File: src/rtl/fwd_mux_stage.sv
// Operand-select mux for the forwarding network, followed by a registered
// valid/ready output stage with a one-entry skid buffer, flush and a transfer counter.
module fwd_mux_stage #(
    parameter int WIDTH = 64,
    parameter int NSRC  = 4,
    parameter int SELW  = $clog2(NSRC),
    parameter int CNTW  = 16
) (
    input  logic                  clk,
    input  logic                  reset,
    input  logic                  in_valid,
    output logic                  in_ready,
    input  logic [SELW-1:0]       sel,
    input  logic [NSRC*WIDTH-1:0] in,
    input  logic                  flush,
    output logic                  out_valid,
    input  logic                  out_ready,
    output logic [WIDTH-1:0]      out,
    output logic [SELW-1:0]       out_sel,
    output logic                  sel_err,
    output logic [CNTW-1:0]       xfer_cnt
);

    logic [NSRC-1:0][WIDTH-1:0] src;
    logic [WIDTH-1:0]           data;
    logic                       sel_bad;
    logic                       skid_valid;
    logic [WIDTH-1:0]           skid_data;
    logic [SELW-1:0]            skid_sel;
    logic                       acc;
    logic                       snd;

    assign src = in;

    // An index with no matching source yields zero and flags sel_bad; with a
    // power-of-two NSRC every index matches, so sel_bad can never assert.
    always_comb begin
        data    = '0;
        sel_bad = 1'b1;
        for (int i = 0; i < NSRC; i++) begin
            if (sel == SELW'(i)) begin
                data    = src[i];
                sel_bad = 1'b0;
            end
        end
    end

    assign in_ready = ~skid_valid;
    assign acc      = in_valid & in_ready & ~flush;
    assign snd      = out_valid & out_ready;

    always_ff @(posedge clk) begin
        if (reset) begin
            out_valid  <= 1'b0;
            out        <= '0;
            out_sel    <= '0;
            skid_valid <= 1'b0;
            skid_data  <= '0;
            skid_sel   <= '0;
            sel_err    <= 1'b0;
            xfer_cnt   <= '0;
        end else begin
            if (snd)
                xfer_cnt <= xfer_cnt + CNTW'(1);
            if (flush) begin
                out_valid  <= 1'b0;
                skid_valid <= 1'b0;
            end else begin
                if (acc && sel_bad)
                    sel_err <= 1'b1;
                if (!out_valid || out_ready) begin
                    // Skid entry is older than anything arriving now, so it goes first.
                    if (skid_valid) begin
                        out        <= skid_data;
                        out_sel    <= skid_sel;
                        out_valid  <= 1'b1;
                        skid_valid <= 1'b0;
                    end else if (acc) begin
                        out       <= data;
                        out_sel   <= sel;
                        out_valid <= 1'b1;
                    end else begin
                        out_valid <= 1'b0;
                    end
                end else if (acc) begin
                    skid_data  <= data;
                    skid_sel   <= sel;
                    skid_valid <= 1'b1;
                end
            end
        end
    end

endmodule

File: config.mk
export PLATFORM = sky130hd
export DESIGN_NAME = fwd_mux_stage
export DESIGN_NICKNAME = d
export VERILOG_FILES = /design/src/rtl/fwd_mux_stage.sv
export SDC_FILE = /design/constraint.sdc
export NUM_CORES = 1
export LEC_CHECK = 0
export ABC_AREA = 1
export CAP_MARGIN = 20
export CORE_AREA = 2 2 136 138
export CTS_BUF_LIST = sky130_fd_sc_hd__clkbuf_2 sky130_fd_sc_hd__clkbuf_4 sky130_fd_sc_hd__clkbuf_8
export DETAILED_ROUTE_END_ITERATION = 8
export DIE_AREA = 0 0 138 140
export PLACE_DENSITY = 0.87
export SYNTH_ARGS = -nofsm -noshare
export SYNTH_HDL_FRONTEND = slang
export SYNTH_SLANG_ARGS = --single-unit
File: constraint.sdc
create_clock -name clk -period 2.45 [get_ports clk]
set_clock_uncertainty 0.05 [all_clocks]
set_input_delay 0.49 -clock clk [delete_from_list [all_inputs] [get_ports clk]]
set_output_delay 0.49 -clock clk [all_outputs]
set_load 0.05 [all_outputs]
Word-level counts from Yosys, hierarchy flattened --
Cells that the tools add are included.
Storage, ports and cells: register bits after elaboration 151, latch bits 0, RAM bits 0, bits in read-only memories 0, input bits 263, output and inout port bits 85, word-level logic and storage cells 42, memories kept 0
Cells by class: add/subtract/negate cells 1, multiply operators 0, div/mod/pow operators 0, $lt $le $gt $ge 0, eq/ne operators 3, shift operators 0, multiplexer cells 14, bitwise gates (word level) 6, reduce and logical (&&, ||, !) cells 10
Operator list (number):
- two-way mux 64 bit | 6
- adder 16 x 1 -> 16 bit, second input constant | 1
- two-way mux 1 bit | 6
- AND reduction 3 bit | 2
- == test 2 bit, second input constant | 2
- two-way mux 2 bit | 2
- bitwise AND 1 bit | 3
- inverter 1 bit | 3
- OR reduction 3 bit | 1
- == test 2 x 1 -> 1 bit, second input constant | 1
- logical NOT 2 bit | 1
- AND reduction 2 bit | 1
- nonzero test 2 bit | 1
- OR reduction 2 bit | 1
- logical AND 1 bit | 1
- logical NOT 1 bit | 1
- logical OR 1 bit | 1

Longest topological paths before layout --
depth in word-level cells 7, depth in mapped cells 10, mapped depth without buffers 8

Worst setup path after synthesis --
OpenSTA, ideal clock, no wires.
path type reg-to-reg, start point register xfer_cnt[1], end point register xfer_cnt[10], library setup time 0.116 ns, arrival 1.643 ns, required time 2.284 ns, slack 0.641 ns, cell stages (with the launch flop) 9, path buffers 0, period minus slack after synthesis 1.809 ns, cells stage by stage dfxtp_1 ha_1 nand2_1 nor2_1 nand2_1 nor2_1 nand3_1 o21ai_0 nor2_1
On the way: word-level cells in the longest chain between the ends 1
Ends and longest elaborated chain:
- start: declaration | line 21 | output logic [CNTW-1:0] xfer_cnt
- start signal: assignment | line 64 | xfer_cnt <= xfer_cnt + CNTW'(1);
- adder 16 x 1 -> 16 bit | line 64
Every way passes these cells. A chain may end at the register's enable or synchronous reset.

Worst setup path in the final report --
start point register xfer_cnt[11], end point output port xfer_cnt[11]
No word-level cell between the ends.

==> run metrics <==
met3 Use GR slightly below 7%; most frequent cells in the layout clkdlybuf4s50_1, a21oi_1, o21ai_0, nand2_1, dfxtp_1; I/O pins roughly 350; Cell Area, Synth just under 8000 sq um; Root Driver clkbuf_8; WP buf/inv 1; GRT overflow 0; Hold WC Path Type register to register; total power about 5700 uW; Least-Margin Pin Slew 0.811 ns; FF-to-FF path depth 8; DP HPWL roughly 19 mm; H-tree depth 4; vias in the first global route ~8700; initial antenna violation count 0; CTS clk-pin slew, worst paths 0.09 ns; hold buffer count at CTS 0; count of different cell masters after synthesis 35; final setup fails 0; first-pass GRT wire length about 44 mm; CP Cell Sequence clkdlybuf4s50_1; slowest stage cell, crit path clkdlybuf4s50_1; fin cells about 1600; total CTS buffers 17; status completed; met1 Usage GRT roughly a third; setup TNS 0 ns; CTS Buffer Depth 2; Yosys reg bits about 150; LEAKAGE 0.00450 uW; WS Path Type register to output pin; total track usage between 20% and 30%; CTS-repair resized insts 0; Slew HR roughly 46%; highest cell delay on the worst timing path 0.84 ns; synth top area cells dfxtp_1, a21oi_1, o21ai_0; Initial Util a little over two fifths; Total Routed Length ~28 mm; Final min period about 2.3 ns; Core Box Area between 15000 and 20000 sq um; Synth Instances approximately 1100; layout cells sized above 1 6.23%; Mapped Nets about 1400; Seq/Total Area, Yosys about two fifths; most common cell after layout, fill and taps aside clkdlybuf4s50_1; CP Launch Type register; top-area cell type share of the netlist area between 30% and 40%; # fillers 1572; die width approximately 140 microns; PortBufs 347; initial DRC count between 500 and 600; final hold vios 0; CP Depth 1; Post-DRT Antenna Nets 0; GR Layer Usage met2 between 40% and 50%; RSZ-0062 raised after global routing false; register area roughly 3000 sq um; CTS tree yes; Multi-input gate area about 4200 sq um; FMAX between 0.4 and 0.5 GHz; critical path required time about 1.9 ns; period utilization between 90 and 100%; Ys Warns 0; delay-heaviest family, CP buffers and inverters; fin. max-slew vios 0; syn avg cell area 7.05 sq um; clk sinks between 150 and 200; drc violations 0; Synth area leader dfxtp_1; dpl cells between 1500 and 2000; Hold Path Depth 2; die height about 140 microns; Die Area 19300 sq um; postcts setup bufs 0; critical path peak fanout 6; drt pass-1 iters 5; Final Wtd Congestion ~0.9; # diodes 0; worst-skew pair later-pin latency between 0.4 and 0.5 ns; Nets between 1500 and 2000; GRT Max-Usage Layer met2; crit path DAT about 1.7 ns; Finished Cell Area 11700 sq um; largest net degree at the start of global routing 71; Vias/cell around 5.5; Post-DP Area approximately 11000 sq um; num rows 49; Via Count ~9100; VDD IR-drop max 0.000303 V; MaxCap Viol Count 0; Pwr per Cell Area between 400 and 500 nW/um^2; crit end category output pin; wire per inst 16.9 microns; Area Overhead vs Synth 49.3%
==> kinds of logic (layout without fill, tap and decap cells) <==
| kind of cell | after synthesis | count (layout) | synth area share, % |
|---|---|---|---|
| AO/OA/AOI/OAI | 473 | 473 | 31.3 |
| adder cells (fa/ha/maj) | 1 | 1 | 0.160 |
| buffers and inverters | 118 | 421 | 7.71 |
| flip-flops | 151 | 151 | 38.7 |
| AND/OR/NAND/NOR | 366 | 366 | 22.1 |
==> per-layer routing <==
metal,vias to the layer above,routed length [microns]
li1,4472,-
met1,4176,11100
met2,376,13700
met3,59,1890
met4,0,1050
met5,-,0
==> report_power, final <==
part	total, uW	switching (uW)	internal [uW]
combinational	1370	705	662
clock	1760	1030	736
sequential	2560	39.5	2520
total	5690	1770	3920
==> path summary, 6_finish.rpt <==
path | start | endpoint | slack [ns]
max | xfer_cnt[11]$_SDFFE_PP0P_ | xfer_cnt[11] | 0.17
max reg2reg | skid_valid$_SDFFE_PP0P_ | out[21]$_SDFFE_PP0P_ | 0.66
min reg2reg | sel_err$_SDFFE_PP0P_ | sel_err$_SDFFE_PP0P_ | 0.37
min | sel_err$_SDFFE_PP0P_ | sel_err$_SDFFE_PP0P_ | 0.37
==> cell type report <==
type / instances / area share (%)
clock buffer: 18 / 2.07
tap: 229 / 2.46
multi-input combinational: 840 / 35.9
sequential: 151 / 25.9
clock inverter: 14 / 0.976
timing repair buffer: 366 / 31.8
inverter: 23 / 0.815
==> cell usage after synthesis (all sizes together) <==
cell / number
a21o: 1
a21oi: 204
and3: 1
buf: 51
clkbuf: 44
clkinv: 1
dfxtp: 151
ha: 1
inv: 22
nand2: 188
nand3: 105
nand3b: 1
nand4: 3
nor2: 30
nor3: 5
nor3b: 1
o211ai: 31
o21ai: 236
o31ai: 1
or2: 32
==> metrics by stage <==
stage          util (%)  setup slack [ns]  hold WS, ns
3_3_place_gp       63.6             0.348        0.360
3_5_place_dp       63.6             0.260        0.362
6_report           65.6             0.173        0.374
2_1_floorplan         -             0.641        0.437
5_1_grt            65.6             0.102        0.415
4_1_cts            65.6             0.152        0.377
==> sequential cells by signal, summed over array words and instances (netlist names) <==
register    count
skid_data      64
out_valid       1
skid_valid      1
sel_err         1
out            64
skid_sel        2
xfer_cnt       16
out_sel         2
Note: power is estimated with default switching activity, not from simulation.
